File: config.mk
export PLATFORM = sky130hd
export DESIGN_NAME = sram_bridge_flat
export DESIGN_NICKNAME = d
export VERILOG_FILES = /design/src/rtl/sram_bridge_if.sv /design/src/rtl/sram_bridge.sv /design/src/flat_wrapper.sv
export SDC_FILE = /design/constraint.sdc
export NUM_CORES = 1
export LEC_CHECK = 0
export CELL_PAD_IN_SITES_DETAIL_PLACEMENT = 0
export CELL_PAD_IN_SITES_GLOBAL_PLACEMENT = 1
export CORE_MARGIN = 2
export CORE_UTILIZATION = 36
export DETAILED_ROUTE_END_ITERATION = 8
export PLACE_DENSITY = 0.86
export SLEW_MARGIN = 15
export SYNTH_ARGS = -nofsm -noshare
export SYNTH_HDL_FRONTEND = slang
export SYNTH_SLANG_ARGS = --single-unit
File: constraint.sdc
create_clock -name clk -period 2.3 [get_ports clk]
set_clock_uncertainty 0.2 [all_clocks]
set_input_delay 0.46 -clock clk [delete_from_list [all_inputs] [get_ports clk]]
set_output_delay 0.46 -clock clk [all_outputs]
set_load 0.05 [all_outputs]
File: src/rtl/sram_bridge_if.sv
// AVR-side and SRAM-side signal bundle for the serial-address SRAM bridge.
// The bridge takes the slave view; the AVR/SRAM environment takes the master view.
interface sram_bridge_if #(
    parameter int ADDR_WIDTH = 21,
    parameter int DATA_WIDTH = 8
);
    logic                  avr_si;
    logic                  avr_sreg_en_n;
    logic                  avr_counter_n;
    logic                  avr_oe_n;
    logic                  avr_we_n;
    logic [DATA_WIDTH-1:0] avr_data_in;
    logic [DATA_WIDTH-1:0] avr_data_out;
    logic                  avr_data_oe;
    logic                  busy;
    logic [ADDR_WIDTH-1:0] sram_addr;
    logic [DATA_WIDTH-1:0] sram_data_in;
    logic [DATA_WIDTH-1:0] sram_data_out;
    logic                  sram_data_oe;
    logic                  sram_ce_n;
    logic                  sram_oe_n;
    logic                  sram_we_n;

    modport slave (
        input  avr_si,
        input  avr_sreg_en_n,
        input  avr_counter_n,
        input  avr_oe_n,
        input  avr_we_n,
        input  avr_data_in,
        output avr_data_out,
        output avr_data_oe,
        output busy,
        output sram_addr,
        input  sram_data_in,
        output sram_data_out,
        output sram_data_oe,
        output sram_ce_n,
        output sram_oe_n,
        output sram_we_n
    );

    modport master (
        output avr_si,
        output avr_sreg_en_n,
        output avr_counter_n,
        output avr_oe_n,
        output avr_we_n,
        output avr_data_in,
        input  avr_data_out,
        input  avr_data_oe,
        input  busy,
        input  sram_addr,
        output sram_data_in,
        input  sram_data_out,
        input  sram_data_oe,
        input  sram_ce_n,
        input  sram_oe_n,
        input  sram_we_n
    );
endinterface

File: src/rtl/sram_bridge.sv
// AVR-to-SRAM bridge: serial address shifter, auto-increment counter and
// strobe-generating access FSM with programmable wait states.
module sram_bridge #(
    parameter int ADDR_WIDTH  = 21,
    parameter int DATA_WIDTH  = 8,
    parameter int WAIT_STATES = 1,
    parameter int MSB_FIRST   = 1
) (
    input logic          clk,
    input logic          reset,
    sram_bridge_if.slave bus
);
    typedef enum logic [1:0] {
        IDLE,
        ACCESS,
        END
    } state_t;

    state_t     state;
    logic       is_wr;
    logic [3:0] cnt;
    logic       oe_q;
    logic       we_q;
    logic       oe_arm;
    logic       we_arm;
    logic       rd_edge;
    logic       wr_edge;

    // A request line must be seen high after reset before its fall counts,
    // so a level held low across reset cannot start an access.
    always_comb begin
        rd_edge = oe_arm & oe_q & ~bus.avr_oe_n;
        wr_edge = we_arm & we_q & ~bus.avr_we_n;
    end

    always_ff @(posedge clk) begin
        if (reset) begin
            state             <= IDLE;
            is_wr             <= 1'b0;
            cnt               <= '0;
            oe_q              <= 1'b1;
            we_q              <= 1'b1;
            oe_arm            <= 1'b0;
            we_arm            <= 1'b0;
            bus.sram_addr     <= '0;
            bus.avr_data_out  <= '0;
            bus.sram_data_out <= '0;
            bus.sram_ce_n     <= 1'b1;
            bus.sram_oe_n     <= 1'b1;
            bus.sram_we_n     <= 1'b1;
            bus.sram_data_oe  <= 1'b0;
            bus.avr_data_oe   <= 1'b0;
            bus.busy          <= 1'b0;
        end else begin
            oe_q <= bus.avr_oe_n;
            we_q <= bus.avr_we_n;
            if (bus.avr_oe_n) oe_arm <= 1'b1;
            if (bus.avr_we_n) we_arm <= 1'b1;
            if (bus.avr_data_oe && bus.avr_oe_n)
                bus.avr_data_oe <= 1'b0;

            case (state)
                IDLE: begin
                    if (wr_edge) begin
                        state             <= ACCESS;
                        is_wr             <= 1'b1;
                        cnt               <= 4'(WAIT_STATES);
                        bus.sram_data_out <= bus.avr_data_in;
                        bus.sram_ce_n     <= 1'b0;
                        bus.sram_we_n     <= 1'b0;
                        bus.sram_data_oe  <= 1'b1;
                        bus.busy          <= 1'b1;
                    end else if (rd_edge) begin
                        state         <= ACCESS;
                        is_wr         <= 1'b0;
                        cnt           <= 4'(WAIT_STATES);
                        bus.sram_ce_n <= 1'b0;
                        bus.sram_oe_n <= 1'b0;
                        bus.busy      <= 1'b1;
                    end else if (!bus.avr_sreg_en_n) begin
                        if (MSB_FIRST != 0)
                            bus.sram_addr <= {bus.sram_addr[ADDR_WIDTH-2:0],
                                              bus.avr_si};
                        else
                            bus.sram_addr <= {bus.avr_si,
                                              bus.sram_addr[ADDR_WIDTH-1:1]};
                    end
                end
                ACCESS: begin
                    if (cnt == 4'd0) begin
                        state         <= END;
                        bus.sram_ce_n <= 1'b1;
                        bus.sram_oe_n <= 1'b1;
                        bus.sram_we_n <= 1'b1;
                        if (!is_wr) begin
                            bus.avr_data_out <= bus.sram_data_in;
                            bus.avr_data_oe  <= 1'b1;
                        end
                    end else begin
                        cnt <= cnt - 4'd1;
                    end
                end
                END: begin
                    state            <= IDLE;
                    bus.busy         <= 1'b0;
                    bus.sram_data_oe <= 1'b0;
                    if (!bus.avr_counter_n)
                        bus.sram_addr <= bus.sram_addr + ADDR_WIDTH'(1);
                end
                default: state <= IDLE;
            endcase
        end
    end
endmodule

File: src/flat_wrapper.sv
// flat-port wrapper written by rule: the top's interface ports become plain ports
module sram_bridge_flat 
#(
    parameter int ADDR_WIDTH  = 21,
    parameter int DATA_WIDTH  = 8,
    parameter int WAIT_STATES = 1,
    parameter int MSB_FIRST   = 1
)
  (clk, reset, bus_avr_si, bus_avr_sreg_en_n, bus_avr_counter_n, bus_avr_oe_n, bus_avr_we_n, bus_avr_data_in, bus_avr_data_out, bus_avr_data_oe, bus_busy, bus_sram_addr, bus_sram_data_in, bus_sram_data_out, bus_sram_data_oe, bus_sram_ce_n, bus_sram_oe_n, bus_sram_we_n);
  sram_bridge_if #(.ADDR_WIDTH(ADDR_WIDTH), .DATA_WIDTH(DATA_WIDTH)) bus_i ();
  input logic clk;
  input logic reset;
  input wire logic [$bits(bus_i.avr_si)-1:0] bus_avr_si;
  input wire logic [$bits(bus_i.avr_sreg_en_n)-1:0] bus_avr_sreg_en_n;
  input wire logic [$bits(bus_i.avr_counter_n)-1:0] bus_avr_counter_n;
  input wire logic [$bits(bus_i.avr_oe_n)-1:0] bus_avr_oe_n;
  input wire logic [$bits(bus_i.avr_we_n)-1:0] bus_avr_we_n;
  input wire logic [$bits(bus_i.avr_data_in)-1:0] bus_avr_data_in;
  output wire logic [$bits(bus_i.avr_data_out)-1:0] bus_avr_data_out;
  output wire logic [$bits(bus_i.avr_data_oe)-1:0] bus_avr_data_oe;
  output wire logic [$bits(bus_i.busy)-1:0] bus_busy;
  output wire logic [$bits(bus_i.sram_addr)-1:0] bus_sram_addr;
  input wire logic [$bits(bus_i.sram_data_in)-1:0] bus_sram_data_in;
  output wire logic [$bits(bus_i.sram_data_out)-1:0] bus_sram_data_out;
  output wire logic [$bits(bus_i.sram_data_oe)-1:0] bus_sram_data_oe;
  output wire logic [$bits(bus_i.sram_ce_n)-1:0] bus_sram_ce_n;
  output wire logic [$bits(bus_i.sram_oe_n)-1:0] bus_sram_oe_n;
  output wire logic [$bits(bus_i.sram_we_n)-1:0] bus_sram_we_n;
  assign bus_i.avr_si = bus_avr_si;
  assign bus_i.avr_sreg_en_n = bus_avr_sreg_en_n;
  assign bus_i.avr_counter_n = bus_avr_counter_n;
  assign bus_i.avr_oe_n = bus_avr_oe_n;
  assign bus_i.avr_we_n = bus_avr_we_n;
  assign bus_i.avr_data_in = bus_avr_data_in;
  assign bus_avr_data_out = bus_i.avr_data_out;
  assign bus_avr_data_oe = bus_i.avr_data_oe;
  assign bus_busy = bus_i.busy;
  assign bus_sram_addr = bus_i.sram_addr;
  assign bus_i.sram_data_in = bus_sram_data_in;
  assign bus_sram_data_out = bus_i.sram_data_out;
  assign bus_sram_data_oe = bus_i.sram_data_oe;
  assign bus_sram_ce_n = bus_i.sram_ce_n;
  assign bus_sram_oe_n = bus_i.sram_oe_n;
  assign bus_sram_we_n = bus_i.sram_we_n;
  sram_bridge #(.ADDR_WIDTH(ADDR_WIDTH), .DATA_WIDTH(DATA_WIDTH), .WAIT_STATES(WAIT_STATES), .MSB_FIRST(MSB_FIRST)) u_core (.clk(clk), .reset(reset), .bus(bus_i));
endmodule
# Word level (Yosys, flattened, before mapping)
# Cells that the tools add are included.
# totals
regBits	54
input_bits	23
output_inout_bits	43
elab_cells	84
# classes
add_sub_neg	2
n_eq_ne	11
muxes	31
bitwise	7
reduce_logical	17
# op_table
operator	count
21-bit 2-to-1 mux	4
21-bit case mux with 2 select lines	1
21-bit by 1-bit adder with 21-bit output, second input constant	1
1-bit 2-to-1 mux	13
4-bit 2-to-1 mux	3
3-bit AND reduction	4
2-bit inequality test, second input constant	5
1-bit case mux with 2 select lines	5
2-bit AND reduction	5
4-bit case mux with 2 select lines	1
2-bit 2-to-1 mux	3
2-bit by 1-bit inequality test with 1-bit output, second input constant	3
2-bit nonzero test	3
5-bit AND reduction	1
1-bit AND	4
4-bit logical NOT	1
2-bit case mux with 2 select lines	1
4-bit AND reduction	1
4-bit by 1-bit subtractor with 4-bit output, second input constant	1
3-bit by 1-bit inequality test with 1-bit output, second input constant	1
1-bit inverter	3
2-bit by 1-bit == test with 1-bit output, second input constant	1
2-bit == test, second input constant	1
2-bit logical NOT	1
1-bit logical AND	1

# Depth between registers and ports, before layout
# Gate-level depths: netlist of the first run.
# logic_depth
word_depth	5
ltp_mapped	8

# Worst setup path after synthesis of the first run
# OpenSTA, ideal clock, no wires.
# synth_path
path_kind	reg-to-reg
from	register u_core.bus.sram_addr[1]
to	register u_core.bus.sram_addr[10]
setup_time_ps	91
arrival_ps	1906
required_ps	2009
setup_slack_ps	103
path_stages_with_launch	8
period_less_slack_ps	2197
path_cell_list	dfxtp_1 ha_1 and3_1 and2_1 buf_2 a21o_1 a32oi_1 a311oi_1
# synth_between
elab_chain_cells	3
# synth_lines
item	line_no	source
start: declaration	sram_bridge_if.sv:34	output sram_addr,
start signal: assignment	sram_bridge.sv:82	bus.sram_addr <= {bus.sram_addr[ADDR_WIDTH-2:0],
start signal: assignment	sram_bridge.sv:85	bus.sram_addr <= {bus.avr_si,
start signal: assignment	sram_bridge.sv:108	bus.sram_addr <= bus.sram_addr + ADDR_WIDTH'(1);
21-bit by 1-bit adder with 21-bit output	sram_bridge.sv:108	
21-bit 2-to-1 mux	sram_bridge.sv:107	if (!bus.avr_counter_n)
21-bit case mux with 2 select lines	sram_bridge.sv:62	case (state)
# Every way passes these cells. The select of a mux whose other input is x is not followed.
# A chain may end at the register's enable or synchronous reset.

# Worst setup path in the final report of the first run
# layout_path
from	register u_core.bus.sram_addr[14]
to	output bus_sram_addr[14]
# layout_lines
item	line_no	source
end: declaration	flat_wrapper.sv:22	output wire logic [$bits(bus_i.sram_addr)-1:0] bus_sram_addr;
# No word-level cell between the ends.

==> run metrics, run 1 <==
fin crit share 98.7%; post-synthesis average cell area 8.32 um2; CP Launch Type flop; FMAX 441 MHz; sequence of cells on the critical path clkdlybuf4s50_1; Post-layout nets between 400 and 500; Period minus WS final 2.27 ns; dpl cells about 500; P&R area growth vs syn 35.5%; Ys Warns 0; CTS Hold Buffers Added 0; r2r startpoint u_core.state[1]$_SDFFE_PP0P_; Vias/cell 5.23; sequential fraction of the synthesis area 40.6%; worst setup margin a little over 0.03 ns; Pleak roughly 1.4 nW; most frequent cells in the layout 54 x dfxtp_1, 51 x clkdlybuf4s50_1, 42 x nand2_1; Setup-failing EPs final 0; top cell type's share of synthesized area 40.6%; Non-Filler Cell Area, Final 0.00361 mm2; initial antenna violation count 0; DIE AREA 0.00810 mm2; top_reg_cell synth dfxtp_1; core area a little over 0.007 mm2; Synth Net Count between 300 and 400; Detailed Place HPWL 5060 um; maxcap violations 0; gr usage total 17.8%; peak supply drop 413 uV; IO buf count 65; Finished Layout Cells 498; Core Util, Final 50.0%; Post-Route WL 7080 um; n_diodes 0; Pwr Total 2.54 mW; Via Count 2607; Yosys reg bits 54; critical path's slowest cell clkdlybuf4s50_1; Die W 90.0 um; TritonCTS clock tree yes; pwr dens 705 mW/mm2; layout cell share with drive strength beyond 1 14.8%; number of DRC markers in iteration 0 196; worst slack, placed -0.115 ns; wire per inst ~14 um; Worst setup startpoint u_core.bus.sram_addr[14]$_SDFFE_PP0P_; CTS Buffer Depth 2; FFs w/ async S/R, synth 0%; Slew @ Worst Pin 0.797 ns; critical path arrival 1.61 ns; Area after DPL 0.00350 mm2; synthesized instance count 320; Routed Antenna Nets 0; RSZ-0062 raised after global routing false; Netlist cell types 52; Hold WC Path Type flop to flop; number of synthesized flops with an enable pin 0; leading cell type in the layout, fill and taps excluded dfxtp_1; H-tree depth 2; Cell Area, Synth 0.00266 mm2; most area-consuming cells after synthesis dfxtp_1 41%, nand2_1 5.9%, a21oi_1 5.1%, nor2_1 5.1%, mux2i_1 3.0%; CTS buffer count 5; grt ovf 0; vias in the first global route 2490; Crit path max-delay family buffers and inverters; largest net degree at the start of global routing 44; Req. time, crit path 1.64 ns; critical path class flop to primary output; Worst R2R Setup Slack 0.26 ns; CTS Sinks 54; Post-route DRC 0; HP Start u_core.bus.sram_we_n$_SDFFE_PP1P_; First-pass DRT Iterations 5; GPL Wtd Cong between 0.7 and 0.8; Clk pin slew, worst setup/hold paths about 0.10 ns; buffers plus inverters on the worst setup path 1; cell taking the most area after synthesis dfxtp_1; Max Slew Vio Count 0; Initial Util 36.9%; clock root buffer clkbuf_8; Max FO, Critical Path 7; Worst Setup End Kind primary output; row count 31; Die Height approximately 90 um; worst stage delay on the critical path between 0.8 and 0.9 ns; Final Hold Fails 0; worst skew pair latency 0.31 ns; global-route wire length before repair 12000 um; Worst slew margin a little under half; outcome complete, no violations; Boundary Pins 66
## logic make-up (layout without fill, tap and decap cells)
family,count (synthesis),count (layout),share of synthesized area (%)
simple gates,148,148,29.8
compound gates,80,80,20.1
flops,54,54,40.6
buf+inv,25,104,4.42
mux,8,8,3.01
fa+ha+maj,3,3,1.41
xor+xnor,2,2,0.658
## per-stage QoR
step | setup TNS (ns) | hold slack [ns]
finish | 0 | 0.250
global route | 0 | 0.274
CTS | 0 | 0.253
global placement | -0.304 | 0.235
floorplan | 0 | 0.253
detailed placement | -0.572 | 0.236
## power breakdown
part	switching (mW)	internal, mW
Combinational	0.551	0.349
Sequential	0.0722	1.02
Clock	0.333	0.215
Total	0.956	1.59
## cells in the mapped netlist, types with 3 or more instances
cell,n
ha_1,3
and3_1,5
nor3_1,8
a22oi_1,3
a21o_1,3
buf_2,7
nand3_1,10
o31ai_1,3
nor2b_1,3
nor2_1,36
inv_1,6
a31oi_1,8
nand4_1,5
nor4_1,3
nand3b_1,4
nand2b_1,8
o41ai_1,3
or2_2,3
a21oi_1,27
o21ai_0,12
a32oi_1,3
clkbuf_1,8
dfxtp_1,54
o32ai_1,5
mux2i_1,8
nand2_1,42
nor3_2,3
a211oi_1,4
or3_1,3
## area by class of cell
cell class	instances	area [um2]
inverter	6	22.5
sequential	54	1080
clock buffer	5	68.8
timing repair buffer	90	826
multi-input combinational	241	1460
tap	99	124
fill	727	3610
clock inverter	3	21.3
## layer usage
layer | up-vias | global-route usage [%] | wire, um
met5 | - | 0 | 0
met4 | 0 | 4.23 | 102
met3 | 12 | 4.36 | 354
met2 | 80 | 30.4 | 3410
met1 | 1211 | 22.7 | 3220
li1 | 1304 | - | -
## state kept, by name, indices dropped and copies added, names as in the netlist
name and cells:
u_core.state 2, u_core.cnt 4, u_core.bus.sram_data_out 8, u_core.bus.avr_data_oe 1
u_core.we_arm 1, u_core.bus.sram_we_n 1, u_core.bus.sram_ce_n 1, u_core.bus.sram_data_oe 1
u_core.oe_arm 1, u_core.oe_q 1, u_core.is_wr 1, u_core.bus.sram_oe_n 1
u_core.bus.avr_data_out 8, u_core.we_q 1, u_core.bus.sram_addr 21, u_core.bus.busy 1
## timing repair
item,CTS,global route
endpoints found under the setup margin,0,5
gates resized for setup,0,5
buffers inserted,0,0
## worst paths after layout
check	cells after the start	endpoint
worst max register to register	6	u_core.bus.sram_addr[0]$_SDFFE_PP0P_
worst min-delay path	2	u_core.bus.sram_we_n$_SDFFE_PP1P_
worst max-delay path	1	bus_sram_addr[14]
worst min register to register	2	u_core.bus.sram_we_n$_SDFFE_PP1P_
Power figures use the tool's default switching activity.
==> run 2, diff against run 1 <==
Settings changed: CTS_CLUSTER_DIAMETER set to 60.
==> results of run 2 <==
The final DEF is identical to that of run 1; final timing and power are the same.
==> run 3, diff against run 2 <==
Settings changed: GPL_TIMING_DRIVEN set to 0.
==> run 3 against run 2 <==
  * Cell area is 1.8% lower
  * Final cell count is 1.2% lower
  * Flip-flop and latch count stayed put
  * Sequential power about the same
  * Worst setup slack improved by 0.016 ns
  * First-iteration DRC count down 1.0%
  * Wire length is 2.7% higher
  * Critical path type unchanged
  * Critical endpoint unchanged
  * Largest cell class unchanged
==> run metrics, run 3 (synthesized netlist as in run 1, its figures left out) <==
outcome complete, no violations; switching part of the total 38.2% (+0.57 points); HP Start u_core.bus.sram_we_n$_SDFFE_PP1P_; worst hold slack 0.255 ns (+0.00472 ns); clock power share 21.7% (about the same); Worst slew margin 55.7% (+8.9 points); sequence of cells on the critical path clkdlybuf4s50_1; Via Count 2615 (+0.31%); n_diodes 0 (unchanged); layout cell share with drive strength beyond 1 8.91% (-5.9 points); Non-Filler Cell Area, Final 0.00354 mm2 (-1.8%); P&R area growth vs syn 33.1%; maxcap violations 0 (unchanged); worst skew pair latency 0.31 ns (about the same); DIE AREA 0.00810 mm2 (unchanged); H-tree depth 2 (unchanged); Worst setup startpoint u_core.bus.sram_addr[14]$_SDFFE_PP0P_; dpl cells 484 (-1.2%); Max Slew Vio Count 0 (unchanged); Hold WC Path Type flop to flop; CP Launch Type flop; gr usage total 17.9% (+0.18 points); Detailed Place HPWL 5250 um (+3.7%); Gate power share 35.1% (-0.3 points); Setup-failing EPs final 0 (unchanged); Worst Setup End Kind primary output; Slew @ Worst Pin 0.664 ns (-0.133 ns); RSZ-0062 raised after global routing false; Initial Util 36.9% (unchanged); max reg flops 21 (unchanged); Top Registers u_core.bus.sram_addr x21, u_core.bus.avr_data_out x8, u_core.bus.sram_data_out x8; CTS Buffer Depth 2 (unchanged); Die W 90.0 um (unchanged); Final Hold Fails 0 (unchanged); largest net degree at the start of global routing 18 (-59%); Req. time, crit path 1.64 ns (about the same); vias in the first global route 2500 (+0.40%); pwr dens 718 mW/mm2 (+1.9%); Pleak 1.37 nW (-1.8%); worst slack, placed -0.235 ns (-0.120 ns); FMAX 444 MHz (+0.70%); CTS Sinks 54 (unchanged); worst stage delay on the critical path 0.84 ns (about the same); P_int 1.57 mW (-0.90%); Finished Layout Cells 492 (-1.2%); Period minus WS final 2.25 ns (-0.0158 ns); worst setup margin 0.0462 ns (+0.0158 ns); initial antenna violation count 0 (unchanged); P_sw 971 uW (+1.5%); Area after DPL 0.00344 mm2 (-1.9%); core area 0.00721 mm2 (unchanged); TritonCTS clock tree yes; Crit path max-delay family buffers and inverters; buffers plus inverters on the worst setup path 1 (unchanged); critical path arrival 1.59 ns (-0.02 ns); most frequent cells in the layout 53 x clkdlybuf4s50_1, 53 x dfxtp_1, 42 x nand2_1; wire per inst 14.8 um (+4.0%); IO buf count 65 (unchanged); peak supply drop 384 uV (-6.9%); Post-layout nets 418 (-1.4%); Flop pwr share 43.2% (about the same); Core Util, Final 49.1% (-0.90 points); row count 31 (unchanged); number of DRC markers in iteration 0 194 (-1.0%); GPL Wtd Cong 0.830 (+7.2%); CTS Hold Buffers Added 0 (unchanged); CTS buffer count 5 (unchanged); Vias/cell 5.32 (+1.5%); Clk pin slew, worst setup/hold paths 0.10 ns (about the same); Post-Route WL 7280 um (+2.7%); clock root buffer clkbuf_8; Routed Antenna Nets 0 (unchanged); grt ovf 0 (unchanged); Largest Register u_core.bus.sram_addr; post-CTS setup buffers 0 (unchanged); global-route wire length before repair 12000 um (+0.12%); critical path class flop to primary output; critical path's slowest cell clkdlybuf4s50_1; Post-route DRC 0 (unchanged); Max FO, Critical Path 7 (unchanged); fin crit share 98.0% (-0.69 points); Die Height 90.0 um (unchanged); First-pass DRT Iterations 4 (-1); r2r startpoint u_core.bus.sram_addr[1]$_SDFFE_PP0P_; Boundary Pins 66 (unchanged)
## run 3: cell types whose count changed in the layout (fill, tap and decap cells not counted), moves of 2 or more
| cell | delta |
|---|---|
| clkbuf_1 | +8 |
| buf_2 | +5 |
| dlymetal6s2s_1 | +2 |
| clkdlybuf4s50_1 | +2 |
| buf_6 | +2 |
| dlygate4sd2_1 | +5 |
| buf_4 | -32 |
| buf_1 | +2 |
## run 3: worst paths after layout
check	to	depth (start not counted)	slack (ns)
worst max-delay path	bus_sram_addr[14]	1	0.05
worst min-delay path	u_core.bus.sram_we_n$_SDFFE_PP1P_	2	0.25
worst max register to register	u_core.bus.sram_addr[20]$_SDFFE_PP0P_	7	0.17
worst min register to register	u_core.bus.sram_we_n$_SDFFE_PP1P_	2	0.25
## run 3: layout make-up
class / instances / area, um2
multi-input combinational: 241 / 1460
clock inverter: 3 / 21.3
clock buffer: 5 / 68.8
inverter: 6 / 22.5
tap: 99 / 124
timing repair buffer: 65 / 662
sequential: 54 / 1080
fill: 727 / 3670
buffer: 19 / 97.6
## run 3: worst reg2reg max path: stages (launching register included)
cell,delay [ns]
dfxtp_1,0.51
ha_1,0.28
and3_1,0.21
and2_1,0.13
buf_2,0.20
and2_1,0.19
a211oi_1,0.08
nor4_1,0.24
## run 3: power by group through the flow
| stage | Sequential (mW) | Combinational, mW | Clock [mW] |
|---|---|---|---|
| floorplan | 1.30 | 0.447 | 0 |
| global placement | 1.12 | 0.886 | 0 |
| detailed placement | 1.12 | 0.898 | 0 |
| global route | 1.11 | 0.964 | 0.597 |
| finish | 1.10 | 0.894 | 0.552 |
| CTS | 1.10 | 0.899 | 0.564 |
## run 3: what timing repair did
item | CTS | global route
pin swaps | 0 | 1
gates resized for setup | 5 | 10
endpoints found under the setup margin | 5 | 11
## run 3: per-stage QoR
| stage | TNS, ns | total power, mW |
|---|---|---|
| global route | 0 | 2.67 |
| floorplan | 0 | 1.74 |
| detailed placement | -4.12 | 2.02 |
| CTS | 0 | 2.56 |
| global placement | -3.10 | 2.00 |
| finish | 0 | 2.54 |
## run 3: layer usage
metal | routed length, um | vias up | track usage [%]
met5 | 0 | - | 0
met2 | 3570 | 77 | 30.9
met3 | 332 | 6 | 3.77
li1 | - | 1295 | -
met1 | 3300 | 1237 | 22.6
met4 | 76 | 0 | 5.38
